### config.mk
export PLATFORM = sky130hd
export DESIGN_NAME = ysyx_2022040010_icache
export DESIGN_NICKNAME = d
export VERILOG_FILES = /design/src/rtl/ysyx_2022040010_icache_pkg.sv /design/src/rtl/ysyx_2022040010_icache_array.sv /design/src/rtl/ysyx_2022040010_icache.sv
export SDC_FILE = /design/constraint.sdc
export NUM_CORES = 2
export LEC_CHECK = 0
export BUFFER_PORTS_ARGS = -buffer_cell sky130_fd_sc_hd__buf_2
export CORE_MARGIN = 4
export CORE_UTILIZATION = 32
export CTS_CLUSTER_SIZE = 8
export DETAILED_ROUTE_END_ITERATION = 12
export GPL_ROUTABILITY_DRIVEN = 0
export SYNTH_ARGS = -nofsm -noshare
export SYNTH_HDL_FRONTEND = slang
export SYNTH_SLANG_ARGS = --single-unit
### constraint.sdc
create_clock -name clk -period 8.2 [get_ports clk]
set_input_delay 0.41 -clock clk [delete_from_list [all_inputs] [get_ports clk]]
set_output_delay 0.41 -clock clk [all_outputs]
set_load 0.03 [all_outputs]
### src/rtl/ysyx_2022040010_icache_pkg.sv
// Shared constants for the direct-mapped instruction cache: default geometry,
// FSM encodings, address field widths and the word-select helper.
package ysyx_2022040010_icache_pkg;

  localparam int ICACHE_LINES_DEFAULT = 64;

  localparam logic [0:0] ICACHE_IDLE = 1'b0;
  localparam logic [0:0] ICACHE_MISS = 1'b1;

  localparam int ICACHE_ADDR_W   = 64;
  localparam int ICACHE_PADDR_W  = 32;
  localparam int ICACHE_OFFSET_W = 3;
  localparam int ICACHE_INST_W   = 32;
  localparam int ICACHE_LINE_W   = 64;
  // Line address = physical address without the byte offset.
  localparam int ICACHE_LADDR_W  = ICACHE_PADDR_W - ICACHE_OFFSET_W;

  function automatic logic [ICACHE_INST_W-1:0] icache_sel_word(
    input logic [ICACHE_LINE_W-1:0] line,
    input logic                     hi
  );
    return hi ? line[63:32] : line[31:0];
  endfunction

endpackage

### src/rtl/ysyx_2022040010_icache_array.sv
// Valid/tag/data storage for the icache: combinational read port, one write
// port and a global valid clear that takes effect before a same-edge write.
module ysyx_2022040010_icache_array
  import ysyx_2022040010_icache_pkg::*;
#(
  parameter int LINES = ICACHE_LINES_DEFAULT,
  parameter int IDX_W = $clog2(LINES),
  parameter int TAG_W = ICACHE_LADDR_W - IDX_W
) (
  input  logic                     clk,
  input  logic                     rst,
  input  logic [IDX_W-1:0]         rd_idx_i,
  output logic                     rd_valid_o,
  output logic [TAG_W-1:0]         rd_tag_o,
  output logic [ICACHE_LINE_W-1:0] rd_data_o,
  input  logic                     we_i,
  input  logic [IDX_W-1:0]         wr_idx_i,
  input  logic [TAG_W-1:0]         wr_tag_i,
  input  logic [ICACHE_LINE_W-1:0] wr_data_i,
  input  logic                     clr_i
);

  logic [LINES-1:0]                    valid_q, valid_d;
  logic [LINES-1:0][TAG_W-1:0]         tag_q, tag_d;
  logic [LINES-1:0][ICACHE_LINE_W-1:0] data_q, data_d;

  // NOTE: every always_comb target gets a full default first, so no path can
  // leave a value unassigned and infer a latch.
  always_comb begin
    valid_d = valid_q;
    tag_d   = tag_q;
    data_d  = data_q;
    if (clr_i) begin
      valid_d = '0;
    end
    if (we_i) begin
      valid_d[wr_idx_i] = 1'b1;
      tag_d[wr_idx_i]   = wr_tag_i;
      data_d[wr_idx_i]  = wr_data_i;
    end
  end

  // NOTE: state flops use non-blocking assignments so every flop samples the
  // pre-edge value regardless of statement order.
  always_ff @(posedge clk or negedge rst) begin
    if (!rst) begin
      valid_q <= '0;
    end else begin
      valid_q <= valid_d;
    end
  end

  // NOTE: tag and data storage is deliberately not reset; the valid bits gate
  // every use of it, and leaving it unreset keeps it mappable to plain flops.
  always_ff @(posedge clk) begin
    tag_q  <= tag_d;
    data_q <= data_d;
  end

  assign rd_valid_o = valid_q[rd_idx_i];
  assign rd_tag_o   = tag_q[rd_idx_i];
  assign rd_data_o  = data_q[rd_idx_i];

endmodule

### src/rtl/ysyx_2022040010_icache.sv
// Direct-mapped read-only instruction cache with a single 64-bit line refill
// through the arbiter handshake. Define ICACHE_PERF_EN for hit/miss counters.
module ysyx_2022040010_icache
  import ysyx_2022040010_icache_pkg::*;
#(
  parameter int LINES = ICACHE_LINES_DEFAULT
) (
  input  logic                     clk,
  input  logic                     rst,
  input  logic                     isram_e_i,
  input  logic [ICACHE_ADDR_W-1:0] isram_addr_i,
  input  logic                     fence_i_i,
  output logic [ICACHE_INST_W-1:0] inst_o,
  output logic                     inst_valid_o,
  output logic                     stallreq_o,
  output logic                     icache_re_o,
  output logic [ICACHE_ADDR_W-1:0] icache_addr_o,
  input  logic [ICACHE_LINE_W-1:0] icache_data_i,
  input  logic                     icache_refresh_i
`ifdef ICACHE_PERF_EN
  ,
  output logic [63:0]              hit_cnt_o,
  output logic [63:0]              miss_cnt_o
`endif
);

  localparam int IDX_W = $clog2(LINES);
  localparam int TAG_W = ICACHE_LADDR_W - IDX_W;

  logic [0:0]                state_q, state_d;
  logic [ICACHE_LADDR_W-1:0] laddr_q, laddr_d;

  logic [IDX_W-1:0]         fetch_idx;
  logic [TAG_W-1:0]         fetch_tag;
  logic                     rd_valid;
  logic [TAG_W-1:0]         rd_tag;
  logic [ICACHE_LINE_W-1:0] rd_data;
  logic                     in_idle;
  logic                     in_miss;
  logic                     hit;
  logic                     miss_start;
  logic                     refill_we;
  logic                     unused_addr;

  assign fetch_idx = isram_addr_i[IDX_W+2:3];
  assign fetch_tag = isram_addr_i[31:IDX_W+3];
  // Upper half of the PC and the always-zero byte bits take no part in lookup.
  assign unused_addr = ^{isram_addr_i[63:32], isram_addr_i[1:0]};

  assign in_idle    = (state_q == ICACHE_IDLE);
  assign in_miss    = (state_q == ICACHE_MISS);
  assign hit        = isram_e_i & in_idle & rd_valid & (rd_tag == fetch_tag);
  assign miss_start = isram_e_i & in_idle & ~hit;
  assign refill_we  = in_miss & icache_refresh_i;

  ysyx_2022040010_icache_array #(
    .LINES (LINES),
    .IDX_W (IDX_W),
    .TAG_W (TAG_W)
  ) u_array (
    .clk        (clk),
    .rst        (rst),
    .rd_idx_i   (fetch_idx),
    .rd_valid_o (rd_valid),
    .rd_tag_o   (rd_tag),
    .rd_data_o  (rd_data),
    .we_i       (refill_we),
    .wr_idx_i   (laddr_q[IDX_W-1:0]),
    .wr_tag_i   (laddr_q[ICACHE_LADDR_W-1:IDX_W]),
    .wr_data_i  (icache_data_i),
    .clr_i      (fence_i_i)
  );

  // The latched line address is frozen for the whole MISS so the arbiter sees
  // a stable request even if fetch redirects its PC meanwhile.
  always_comb begin
    state_d = state_q;
    laddr_d = laddr_q;
    case (state_q)
      ICACHE_IDLE: begin
        if (miss_start) begin
          state_d = ICACHE_MISS;
          laddr_d = isram_addr_i[31:3];
        end
      end
      default: begin
        if (icache_refresh_i) begin
          state_d = ICACHE_IDLE;
        end
      end
    endcase
  end

  always_ff @(posedge clk or negedge rst) begin
    if (!rst) begin
      state_q <= ICACHE_IDLE;
      laddr_q <= '0;
    end else begin
      state_q <= state_d;
      laddr_q <= laddr_d;
    end
  end

  assign inst_valid_o  = hit;
  assign inst_o        = hit ? icache_sel_word(rd_data, isram_addr_i[2]) : '0;
  assign stallreq_o    = miss_start | in_miss;
  assign icache_re_o   = in_miss;
  assign icache_addr_o = in_miss ? {32'b0, laddr_q, 3'b0} : '0;

`ifdef ICACHE_PERF_EN
  logic [63:0] hit_cnt_q, hit_cnt_d;
  logic [63:0] miss_cnt_q, miss_cnt_d;

  always_comb begin
    hit_cnt_d  = hit_cnt_q + {63'b0, hit};
    miss_cnt_d = miss_cnt_q + {63'b0, miss_start};
  end

  always_ff @(posedge clk or negedge rst) begin
    if (!rst) begin
      hit_cnt_q  <= '0;
      miss_cnt_q <= '0;
    end else begin
      hit_cnt_q  <= hit_cnt_d;
      miss_cnt_q <= miss_cnt_d;
    end
  end

  assign hit_cnt_o  = hit_cnt_q;
  assign miss_cnt_o = miss_cnt_q;
`endif

endmodule

# == Yosys cells after proc, flatten, opt, wreduce, memory -nomap -nowiden ==
# Cells that the tools add are included.
# W data, S select, Z words.
# totals
regBits,5662
latchBits,0
mem_bits_rw,0
rom_bits,0
in_bits,133
out_inout_bits,99
wordCells,168
memories,0
# classes
add_sub_neg,0
mul,0
n_div,0
magnitude_cmp,3
eq_ne,1
n_shift,0
mux,22
bitwise_logic,9
n_reduce_logical,2
# ops
op,n
$bwmux W4096,1
$bwmux W1472,1
$bmux W64 S6,1
$demux W64 S6,1
$mux W64,4
$bmux W23 S6,1
$demux W23 S6,1
$mux W32,3
$or A64 B64 Y64,1
$mux W23,2
$eq A23 B23 Y1,1
$lt A6 B7 Y1 const B,2
$bmux W1 S6,1
$demux W1 S6,1
$ge A6 B1 Y1 const B,1
$and A1 B1 Y1,5
$mux W1,5
$not A1 Y1,2
$reduce_and A2 Y1,1
$logic_and A1 B1 Y1,1
$or A1 B1 Y1,1

# == Depth between registers and ports, before layout ==
# depth
word_depth,8
mapped_depth,17
mapped_depth_nobuf,10

# == Cells and area by module ==
# A second synthesis with hierarchy kept.
# hier_totals
cells_unflattened,9462
area_unflattened_um2,215837.0
# by_module_without_submodules
mod,n_inst,cells_each,area_each_um2,seq_area_each_um2
ysyx_2022040010_icache_array,1,9222,213497.3,168801.9
ysyx_2022040010_icache,1,240,2339.7,750.7

# == Worst setup path after synthesis ==
# OpenSTA, ideal clock, no wires.
# synth_timing
kind,reg2reg
start,register state_q (netlist: icache_re_o)
end,"register u_array.data_q[3072] (netlist bit), enable pin"
setup_time_ns,0.642
arrival_time_ns,7.008
required_ns,7.558
slack_ns,0.551
stages_incl_launch_ff,5
cell_sequence,dfrtp_1 nand2_1 nor3_1 nand2b_1 nor3_1
# synth_via
elab_chain_cells,1
# synth_lines
element,line_no,text
start: declaration,ysyx_2022040010_icache.sv:30,"logic [0:0] state_q, state_d;"
start signal: assignment,ysyx_2022040010_icache.sv:99,state_q <= state_d;
$and A1 B1 Y1,ysyx_2022040010_icache.sv:54,assign refill_we = in_miss & icache_refresh_i;
end signal: assignment,ysyx_2022040010_icache_array.sv:57,data_q <= data_d;
end: declaration,ysyx_2022040010_icache_array.sv:25,"logic [LINES-1:0][ICACHE_LINE_W-1:0] data_q, data_d;"
# Every way passes these cells.
# A chain may end at the register's enable or synchronous reset.

# == Final worst setup path ==
# layout_timing
start,input isram_addr_i[6]
end,output stallreq_o
# layout_via
elab_chain_cells,7
elab_cells_between_ends,10
cone_classes,eq/ne (1); mux (4); bitwise (5)
# layout_lines
element,line_no,text
start: declaration,ysyx_2022040010_icache.sv:11,"input logic [ICACHE_ADDR_W-1:0] isram_addr_i,"
$bmux W23 S6 / $bmux W1 S6 (equally long branches),"ysyx_2022040010_icache_array.sv:61, ysyx_2022040010_icache_array.sv:60",
$mux W23 (not written as such) / $mux W1 (equally long branches),"ysyx_2022040010_icache_array.sv:61, ysyx_2022040010_icache_array.sv:60",
$eq A23 B23 Y1 / $and A1 B1 Y1 (equally long branches),ysyx_2022040010_icache.sv:52,assign hit = isram_e_i & in_idle & rd_valid & (rd_tag == fetch_tag);
$and A1 B1 Y1 *,ysyx_2022040010_icache.sv:52,
$not A1 Y1 *,ysyx_2022040010_icache.sv:53,assign miss_start = isram_e_i & in_idle & ~hit;
$and A1 B1 Y1 *,ysyx_2022040010_icache.sv:53,
$or A1 B1 Y1 *,ysyx_2022040010_icache.sv:106,assign stallreq_o = miss_start | in_miss;
end: declaration,ysyx_2022040010_icache.sv:15,"output logic stallreq_o,"
# Mark *: on every way between the ends. The rest lies on a longest branch, timed or not. The select of a mux whose other input is x is not followed.

==> metrics.csv <==
stage,metric,value,unit
die,fp.coreArea,673000,sq um
min_path,min_path_type,input pin to flop,
die,initial_core_util,32.2,%
clock_tree,cts.sinks,5662,
critical_path,cp-end-kind,primary output,
clock_tree,ctsRootBufferMaster,clkbuf_16,
synth,yosys_register_bits,5662,
cells_and_area,fillers,59200,
synth,ys_async_sr_fraction,1.66,%
placement,io_buffers,162,
critical_path,worstSetupStartpointType,input pin,
power,p_leak,0.0781,uW
sta,rsz0062_at_grt,false,
routing,vias_per_cell,5.58,
routing,wl_per_cell,33.6,um
die,fp.dieArea,690000,sq um
synth,synth_cells,8782,
synth,synth.distinct_cells,73,
die,dieWidth,831,um
sta,setup_tns,0,ns
die,num_rows,301,
global_routing,grt.total_usage,17.7,%
clock_tree,cts-resized-gates,0,
routing,wl,629000,um
clock_tree,cts_hold_buf,66,
synth,synth_edf_count,5568,
routing,firstDrtPassIters,6,
critical_path,critPathArrivalTime,6.12,ns
routing,drcViolationCount,0,
routing,route.vias.total,104000,
clock_tree,cts_max_level,6,
die,die_height,831,um
synth,yosys_warnings,0,
critical_path,path_class,input pin to primary output,
cells_and_area,syn_to_final_growth,16.0,%
sta,fin_skew,0.0635,ns
synth,synth_area,217000,sq um
job,drv_cap,0,
placement,dp_hpwl,321000,um
power,p_per_area,257,nW/um^2
sta,relSlewSlack,10.1,%
status,status,completed,
critical_path,critical_path.max_stage_delay,1.03,ns
global_routing,grt_pass1_vias,106000,
synth,synth_ff_type,edfxtp_1,
critical_path,crit_path_max_fanout,46,
global_routing,overflow,0,
synth,synth_area_per_cell,24.7,sq um
power,irDropWorstVdd,226,uV
clock_tree,cts_tree,built,
critical_path,crit_buf_inv,3,
sta,setup_viol,0,
critical_path,path_cells,dlygate4sd3_1 > buf_8 > and2_1 > a22o_1 > a221oi_1 > a22oi_1 > o21ai_0 > xor2_1 > nand4_1 > nor4_2 > nand3_4 > a21o_1 > buf_2,
synth,synth-seq-area-share,78.3,%
sta,period_share,79.7,%
cells_and_area,fin_nets,9728,
sta,drv_slew,0,
global_routing,grt_max_degree,145,
die,pin_count,232,
sta,min_period,6.53,ns
clock_tree,clock_path_buffers,4,
clock_tree,post-cts-setup-buffer-count,0,
sta,worst_slack,1.67,ns
critical_path,critical-path-slowest-cell,and2_1,
placement,dpl_worst_slack,1.75,ns
clock_tree,clock_latency,1.07,ns
clock_tree,cts.reportedPaths.clkPinSlew,0.05,ns
sta,max_freq,0.153,GHz
routing,drtIter0Drc,14400,
clock_tree,cts-buffers-inserted,778,
sta,tightest_slew,1.34,ns
routing,antenna_left,0,
cells_and_area,drive_above_1_share,32.0,%
global_routing,grt_pass1_wl,866000,um
critical_path,critPathRequiredTime,7.79,ns
sta,hold_viol,0,
critical_path,crit_family,simple AND/OR/NAND/NOR gates,
global_routing,antenna_found_initial,54,
## worst reg2reg max path, delay by kind of cell, from the launching register on
family	cells	cell delay [ns]
AND/OR/NAND/NOR	3	1.42
AO/OA/AOI/OAI	3	0.64
multiplexers	2	0.86
XOR/XNOR	1	0.16
buffers and inverters	1	0.56
flip-flops	1	0.38
## placed cells by master (no fill, tap or decap), drive strengths merged, types with 12 or more instances in the layout
cell | synthesis | routed
clkinv | 1 | 24
a21oi | 31 | 31
a31oi | 12 | 12
nand2 | 99 | 99
o21ai | 21 | 21
inv | 7 | 36
mux2 | 33 | 33
a21o | 66 | 66
nor3 | 13 | 13
buf | 318 | 438
edfxtp | 5568 | 5568
a22oi | 39 | 39
nor2b | 28 | 28
o221ai | 19 | 19
mux2i | 174 | 174
and2 | 36 | 36
dlygate4sd3 | 0 | 65
mux4 | 1684 | 1684
clkbuf | 186 | 853
diode | 0 | 43
a211oi | 14 | 14
nand2b | 15 | 15
nor2 | 129 | 129
nand3 | 34 | 34
dfrtp | 94 | 94
conb | 1 | 35
o22ai | 41 | 41
## routing by layer
metal  global-route usage, %  vias to the layer above  wire (um)
met4                    6.12                       14      24300
met2                    30.4                     6052     318000
met1                    23.0                    57600     233000
li1                        -                    39400          -
met3                    2.64                     1245      53800
met5                       0                        -         86
## worst paths after layout
path                                                    start                        endpoint  slack [ns]  depth (start not counted)
worst max register to register   u_array.tag_q[126]$_DFFE_PP_         laddr_q[28]$_DFFE_PN0P_        4.03                         10
min in group asynchronous                                 rst         laddr_q[13]$_DFFE_PN0P_        0.40                          4
max in group asynchronous                                 rst   u_array.valid_q[25]$_DFF_PN0_        6.87                          4
worst min-delay path                        icache_data_i[12]  u_array.data_q[2828]$_DFFE_PP_        0.07                          1
worst max-delay path                          isram_addr_i[6]                      stallreq_o        1.67                         13
worst min register to register  u_array.valid_q[53]$_DFF_PN0_   u_array.valid_q[53]$_DFF_PN0_        0.48                          1
## report_power, final
group	internal (uW)	switching, uW
logic	1240	2100
clock network	16900	11400
registers	32600	424
total	50700	13900
## synthesized netlist by cell type, drive strengths merged, types with 3 or more instances
cell type / n / area (sq um)
a21oi: 31 / 155
o22ai: 41 / 257
a311oi: 4 / 41.3
xor2: 5 / 43.8
mux4: 1684 / 37900
mux2i: 174 / 1740
clkbuf: 186 / 698
o2111ai: 3 / 26.3
nand4: 11 / 68.8
and3: 9 / 56.3
nand2: 99 / 372
nand3: 34 / 170
nand2b: 15 / 93.8
nand3b: 5 / 37.5
a31oi: 12 / 75.1
a32oi: 5 / 43.8
o211ai: 4 / 30.0
and2: 36 / 225
a21o: 66 / 495
a32o: 4 / 40.0
dfrtp: 94 / 2350
a22oi: 39 / 293
o21ai: 21 / 105
edfxtp: 5568 / 167000
a2111oi: 6 / 58.8
nor2b: 28 / 175
inv: 7 / 26.3
mux2: 33 / 480
nor3: 13 / 65.1
xnor2: 9 / 78.8
nor2: 129 / 484
o31ai: 3 / 22.5
buf: 318 / 1870
nor4: 4 / 31.3
a22o: 9 / 78.8
o221ai: 19 / 173
a211oi: 14 / 105
a221oi: 11 / 96.3
## cell families after synthesis
logic type | synth area share, %
flops | 78.3
compound gates | 1.03
xor+xnor | 0.0566
buf+inv | 1.20
mux | 18.5
other cells | 0.00173
simple gates | 0.871
## cell type report
cell class	count	area (sq um)	area share, %
tap	8938	11200	4.45
timing repair buffer	503	4380	1.74
clock buffer	853	19900	7.92
clock inverter	52	908	0.362
multi-input combinational	2642	45100	17.9
antenna	43	108	0.0428
inverter	8	32.5	0.0130
sequential	5662	170000	67.5
## metrics by stage
step	power [uW]	cells	utilization (%)	hold slack [ns]	area [sq um]
finish	64600	18700	37.3	0.0714	251000
global route	66500	18700	37.3	0.0633	251000
detailed placement	36900	17700	34.1	0.374	230000
CTS	65100	18700	37.3	0.00287	251000
floorplan	35300	8816	-	0.114	217000
global placement	36700	17700	34.1	0.365	230000
## state kept, by name, summed over array words and instances, names as in the netlist
| signal | cells |
|---|---|
| icache_re_o | 1 |
| laddr_q | 29 |
| u_array.data_q | 4096 |
| u_array.tag_q | 1472 |
| u_array.valid_q | 64 |
Note: power is estimated with default switching activity, not from simulation.
